## config.mk

```make
export PLATFORM = sky130hd
export DESIGN_NAME = reg_write_arbiter_flat
export DESIGN_NICKNAME = d
export VERILOG_FILES = /design/src/rtl/reg_write_arbiter_if.sv /design/src/rtl/reg_write_arbiter.sv /design/src/flat_wrapper.sv
export SDC_FILE = /design/constraint.sdc
export NUM_CORES = 1
export LEC_CHECK = 0
export CORE_MARGIN = 1.5
export CORE_UTILIZATION = 37
export CTS_BUF_LIST = sky130_fd_sc_hd__clkbuf_2
export DETAILED_ROUTE_END_ITERATION = 10
export PLACE_DENSITY = 0.77
export SYNTH_ARGS = -nofsm -noshare
export SYNTH_HDL_FRONTEND = slang
export SYNTH_SLANG_ARGS = --single-unit
```

## constraint.sdc

```tcl
create_clock -name clk -period 1.6 [get_ports clk]
set_input_delay 0.32 -clock clk [delete_from_list [all_inputs] [get_ports clk]]
set_output_delay 0.32 -clock clk [all_outputs]
set_load 0.01 [all_outputs]
```

## src/rtl/reg_write_arbiter_if.sv

```systemverilog
// Bus bundle between write requesters and the shared config-register arbiter.
// The master side drives requests; the slave side (the arbiter) grants them
// and publishes the shared register state.
interface reg_write_arbiter_if #(
  parameter int NREQ  = 4,
  parameter int WIDTH = 8
);
  localparam int OW = (NREQ > 1) ? $clog2(NREQ) : 1;

  logic [NREQ-1:0]       req_valid;
  logic [NREQ*WIDTH-1:0] req_data;
  logic [NREQ-1:0]       req_ready;
  logic [WIDTH-1:0]      reg_q;
  logic [OW-1:0]         reg_owner;
  logic                  upd;
  logic                  busy;

  modport master (
    output req_valid, req_data,
    input  req_ready, reg_q, reg_owner, upd, busy
  );

  modport slave (
    input  req_valid, req_data,
    output req_ready, reg_q, reg_owner, upd, busy
  );
endinterface

```

## src/rtl/reg_write_arbiter.sv

```systemverilog
// Round-robin write arbiter for one shared, reset-initialised config register.
// One winner per write slot; after each write the block sits in COOLDOWN for
// HOLD cycles before it will grant again.
module reg_write_arbiter #(
  parameter int          NREQ  = 4,
  parameter int          WIDTH = 8,
  parameter int unsigned INIT  = 32'h05,
  parameter int          HOLD  = 2
) (
  input logic               clk,
  input logic               rst,
  reg_write_arbiter_if.slave bus
);
  localparam int OW = (NREQ > 1) ? $clog2(NREQ) : 1;
  // One extra bit so ptr + offset can exceed NREQ-1 before wrapping.
  localparam int IW = OW + 1;
  localparam logic [WIDTH-1:0] INIT_V  = WIDTH'(INIT);
  localparam logic [3:0]       HOLD_M1 = (HOLD > 0) ? 4'(HOLD - 1) : 4'd0;

  typedef enum logic [0:0] {
    S_IDLE     = 1'b0,
    S_COOLDOWN = 1'b1
  } state_t;

  state_t           state_q, state_d;
  logic [OW-1:0]    ptr_q, ptr_d;
  logic [3:0]       cnt_q, cnt_d;
  logic [WIDTH-1:0] val_q, val_d;
  logic [OW-1:0]    owner_q, owner_d;
  logic             upd_q, upd_d;
  logic             busy_q, busy_d;

  logic             found_s;
  logic [OW-1:0]    win_s;
  logic [IW-1:0]    idx_s;
  logic [IW-1:0]    nxt_s;
  logic             grant_s;

  // Rotating priority search: first valid requester at or after ptr.
  always_comb begin
    found_s = 1'b0;
    win_s   = '0;
    idx_s   = '0;
    for (int k = 0; k < NREQ; k++) begin
      idx_s = IW'(ptr_q) + IW'(k);
      if (idx_s >= IW'(NREQ)) begin
        idx_s = idx_s - IW'(NREQ);
      end else begin
        idx_s = idx_s;
      end
      if (!found_s && bus.req_valid[idx_s[OW-1:0]]) begin
        found_s = 1'b1;
        win_s   = idx_s[OW-1:0];
      end else begin
        found_s = found_s;
      end
    end
  end

  // Grant only in IDLE and never while reset is asserted, so a handshake
  // seen by a requester always corresponds to a committed write.
  always_comb begin
    grant_s = (state_q == S_IDLE) && found_s && !rst;
    if (grant_s) begin
      bus.req_ready = NREQ'(1) << win_s;
    end else begin
      bus.req_ready = '0;
    end
  end

  // Next-state, register load, pointer advance and cool-down counting.
  always_comb begin
    state_d = state_q;
    ptr_d   = ptr_q;
    cnt_d   = cnt_q;
    val_d   = val_q;
    owner_d = owner_q;
    upd_d   = 1'b0;
    nxt_s   = IW'(win_s) + IW'(1);
    case (state_q)
      S_IDLE: begin
        if (grant_s) begin
          val_d   = bus.req_data[win_s*WIDTH +: WIDTH];
          owner_d = win_s;
          upd_d   = 1'b1;
          // Winner drops to lowest priority for the next slot.
          if (nxt_s == IW'(NREQ)) begin
            ptr_d = '0;
          end else begin
            ptr_d = nxt_s[OW-1:0];
          end
          if (HOLD > 0) begin
            state_d = S_COOLDOWN;
            cnt_d   = HOLD_M1;
          end else begin
            state_d = S_IDLE;
          end
        end else begin
          state_d = S_IDLE;
        end
      end
      S_COOLDOWN: begin
        // Counter loaded with HOLD-1 gives exactly HOLD cycles here.
        if (cnt_q == 4'd0) begin
          state_d = S_IDLE;
        end else begin
          cnt_d = cnt_q - 4'd1;
        end
      end
      default: begin
        state_d = S_IDLE;
        cnt_d   = 4'd0;
      end
    endcase
    busy_d = (state_d == S_COOLDOWN);
  end

  // State and output registers; synchronous reset overrides any grant.
  always_ff @(posedge clk) begin
    if (rst) begin
      state_q <= S_IDLE;
      ptr_q   <= '0;
      cnt_q   <= 4'd0;
      val_q   <= INIT_V;
      owner_q <= '0;
      upd_q   <= 1'b0;
      busy_q  <= 1'b0;
    end else begin
      state_q <= state_d;
      ptr_q   <= ptr_d;
      cnt_q   <= cnt_d;
      val_q   <= val_d;
      owner_q <= owner_d;
      upd_q   <= upd_d;
      busy_q  <= busy_d;
    end
  end

  assign bus.reg_q     = val_q;
  assign bus.reg_owner = owner_q;
  assign bus.upd       = upd_q;
  assign bus.busy      = busy_q;
endmodule

```

## src/flat_wrapper.sv

```systemverilog
// flat-port wrapper written by rule: the top's interface ports become plain ports
module reg_write_arbiter_flat 
#(
  parameter int          NREQ  = 4,
  parameter int          WIDTH = 8,
  parameter int unsigned INIT  = 32'h05,
  parameter int          HOLD  = 2
)
  (clk, rst, bus_req_valid, bus_req_data, bus_req_ready, bus_reg_q, bus_reg_owner, bus_upd, bus_busy);
  reg_write_arbiter_if #(.NREQ(NREQ), .WIDTH(WIDTH)) bus_i ();
  input logic clk;
  input logic rst;
  input wire logic [$bits(bus_i.req_valid)-1:0] bus_req_valid;
  input wire logic [$bits(bus_i.req_data)-1:0] bus_req_data;
  output wire logic [$bits(bus_i.req_ready)-1:0] bus_req_ready;
  output wire logic [$bits(bus_i.reg_q)-1:0] bus_reg_q;
  output wire logic [$bits(bus_i.reg_owner)-1:0] bus_reg_owner;
  output wire logic [$bits(bus_i.upd)-1:0] bus_upd;
  output wire logic [$bits(bus_i.busy)-1:0] bus_busy;
  assign bus_i.req_valid = bus_req_valid;
  assign bus_i.req_data = bus_req_data;
  assign bus_req_ready = bus_i.req_ready;
  assign bus_reg_q = bus_i.reg_q;
  assign bus_reg_owner = bus_i.reg_owner;
  assign bus_upd = bus_i.upd;
  assign bus_busy = bus_i.busy;
  reg_write_arbiter #(.NREQ(NREQ), .WIDTH(WIDTH), .INIT(INIT), .HOLD(HOLD)) u_core (.clk(clk), .rst(rst), .bus(bus_i));
endmodule
```

==> results.yml <==
status:
  status: "complete, but fails checks"
  failed_checks: "design-rule violations, negative setup slack"
global_routing:
  grt_pass1_vias: 1396
  gr-total-overflow: 0
  grt_max_degree: 11
  grt.total_usage_pct: 24.7
  antenna_found_initial: 0
  grt_pass1_wl_um: 6310
timing:
  worst_pin_slew_ns: 0.288
  slew_headroom_pct: 80.8
  hold_viol_final: 0
  slew_violations: 0
  max_freq_ghz: 0.468
  skew_ns: 0.0148
  timing.final.crit_share_pct: 134
  grt_setup_unrepaired: "yes"
  fin_ws_ns: -0.537
  finalSetupViolations: 15
  fin_crit_ns: 2.14
cts:
  htreeDepth: 1
  holdBufCountCts: 0
  clk_pin_slew_worst_paths_ns: 0.20
  clock-sinks: 18
  worstSkewPairLatency_ns: 0.36
  max-clock-path-buffers: 2
  root_buffer: "clkbuf_2"
  cts_tree: "yes"
  cts_inserted_buffers: 3
die:
  die-area_mm2: 0.00333
  ios: 54
  core_mm2: 0.00281
  rows: 19
  die_w_um: 57.7
  start_util_pct: 39.4
  die_y_um: 57.7
cells_and_area:
  multiInputGateArea_um2: 841
  syn_to_final_growth_pct: 101
  layout.nets: 267
  seqCellArea_um2: 377
  diodes: 0
  fin_area_mm2: 0.00223
  fill_cells: 173
  drive_above_1_share_pct: 46.5
synthesis:
  postSynthCellCount: 125
  syn-cell-area_mm2: 0.00111
  synth_seq_cells: 18
  netlist_top_cells_count: "dfxtp_1, nand2_1, o21ai_0"
  yosysMostFrequentCell: "dfxtp_1"
  synthTopCellsByArea: "dfxtp_1, mux2i_1, a21bo_2"
  yosysTopAreaCellShare_pct: 32.6
  yosysTopAreaCell: "dfxtp_1"
  synth_ff_type: "dfxtp_1"
  synth_edf_count: 0
  yosysWarnings: 0
  avgSynthCellArea_um2: 8.85
  syn_nets: 165
  synth-seq-area-share_pct: 32.6
  synthArstFlopShare_pct: 0
  ys_types: 38
drt:
  post_drt_wl_per_cell_um: 16.5
  drc_errors: 6
  dr.first_iter.drc_count: 47
  vias: 1385
  first_pass_iters: 7
  wirelength_um: 4250
  vias_per_cell: 5.39
  antenna_left: 0
flow_run:
  maxCapViolCount: 0
placed_design:
  gp_congestion: 0.800
  dp_hpwl_um: 2870
  placed_cell_area_mm2: 0.00193
  portBuffers: 53
hold_path:
  hp-start: "rst"
  hold_depth: 3
  hold_end: "u_core.cnt_q[0]$_SDFFE_PP0P_"
  min_path_type: "primary input to flip-flop"
pwr:
  power_density_mw_per_mm2: 800
  p_total_mw: 1.78
  vdd.ir_drop.worst_v: 0.000508
  leakage_nw: 0.937
worst_setup_path:
  critPathTopFamily: "flip-flops"
  start_kind: "flip-flop"
  cp_slowest_stage_delay_ns: 0.40
  ff2ff_path_depth: 9
  crit_fanout: 4
  critPathKind: "flip-flop to output port"
  ff2ff_setup_slack_ns: -0.31
  worstPathCellList: "and2_4, buf_6, o211a_4, nor2_4, inv_2, ha_4, and2_4, buf_6"
  crit_required_ns: 1.28
  worst-path-buf-inv: 3
  r2r_end: "u_core.bus.reg_q[0]$_SDFFE_PP1P_"
  critPathSlowestCell: "dfxtp_4"
  regToRegStartpoint: "u_core.ptr_q[1]$_SDFFE_PP0P_"
  crit_arrival_ns: 1.82
  crit_path_end_kind: "output port"
worst max path at each step:
stage | cells after the start | slack, ns | endpoint | startpoint
after global placement | 8 | -1.03 | bus_req_ready[0] | bus_req_valid[0]
after global routing | 6 | -0.59 | bus_req_ready[3] | u_core.ptr_q[1]$_SDFFE_PP0P_
after floorplan | 4 | -0.05 | bus_req_ready[3] | u_core.state_q$_SDFF_PP0_
after CTS | 8 | -0.49 | bus_req_ready[1] | u_core.ptr_q[1]$_SDFFE_PP0P_
after detailed placement | 6 | -1.11 | bus_req_ready[0] | bus_req_valid[0]
final | 8 | -0.54 | bus_req_ready[1] | u_core.ptr_q[1]$_SDFFE_PP0P_
metrics by stage:
step,instances,util (%),hold WS [ns],worst slack (ns),setup TNS [ns]
2_1_floorplan,125,-,0.382,-0.0478,-0.0793
3_3_place_gp,238,68.9,0.440,-1.03,-13.03
3_5_place_dp,238,68.9,0.447,-1.11,-14.53
4_1_cts,249,74.4,0.422,-0.492,-3.31
5_1_grt,257,79.4,0.431,-0.590,-4.80
6_report,257,79.4,0.416,-0.537,-3.76
cell families (layout without fill, tap and decap cells):
family                     after synthesis  in the layout  share of synthesized area (%)
AOI/OAI and AO/OA                       37             37                           26.4
xor gates and xnor gates                 2              2                           1.58
adders and majority gates                2              2                           2.26
buffers and inverters                   10            111                           4.86
DFF                                     18             18                           32.6
muxes                                    9              9                           8.26
and+or+nand+nor                         47             47                           24.1
tightest hold or removal path, stage by stage:
cell and delay, ns:
dlygate4sd2_1 0.23, buf_4 0.15, nor3_2 0.04
layout make-up:
cell class	count	share of cell area, %
timing repair buffer	101	41.8
multi-input combinational	97	37.7
sequential	18	16.9
tap	31	1.74
inverter	6	1.01
clock buffer	3	0.674
clock inverter	1	0.168
routing by layer:
layer  GRT usage [%]  share of wire (%)  wire, um
met1            28.7                 39      1650
met2            44.8                 53      2250
met3            4.24                5.9       250
met4            9.97                2.2        95
met5               0                  0         0
where the power goes:
| group | leakage [nW] | internal, mW | switching [mW] |
|---|---|---|---|
| clock | 0.0140 | 0.0541 | 0.172 |
| combinational | 0.771 | 0.584 | 0.399 |
| sequential | 0.152 | 0.526 | 0.0479 |
| total | 0.937 | 1.16 | 0.619 |
sequential cells by signal, summed over array words and instances, names as in the netlist:
signal / cells
u_core.state_q: 1
u_core.bus.reg_owner: 2
u_core.bus.reg_q: 8
u_core.cnt_q: 4
u_core.bus.upd: 1
u_core.ptr_q: 2
cells in the final DEF, fill, tap and decap left out, types with 3 or more instances in the layout:
cell and instances:
o21ai_0 8, nor2_1 3, nand3_1 8, dfxtp_1 7
and2_4 4, clkdlybuf4s50_1 43, dlygate4sd2_1 3, nand2b_1 3
buf_6 12, clkbuf_2 3, nand2_1 11, nor2_2 3
inv_1 4, buf_4 37, mux2i_1 6, dfxtp_2 10
a21bo_2 5, o211ai_1 7
timing repair:
item	in CTS	in global routing
setup endpoints to repair	20	24
buffers inserted	7	9
gates cloned	0	0
pin swaps	12	8
gates resized for setup	49	30
Note: power is estimated with default switching activity, not from simulation.
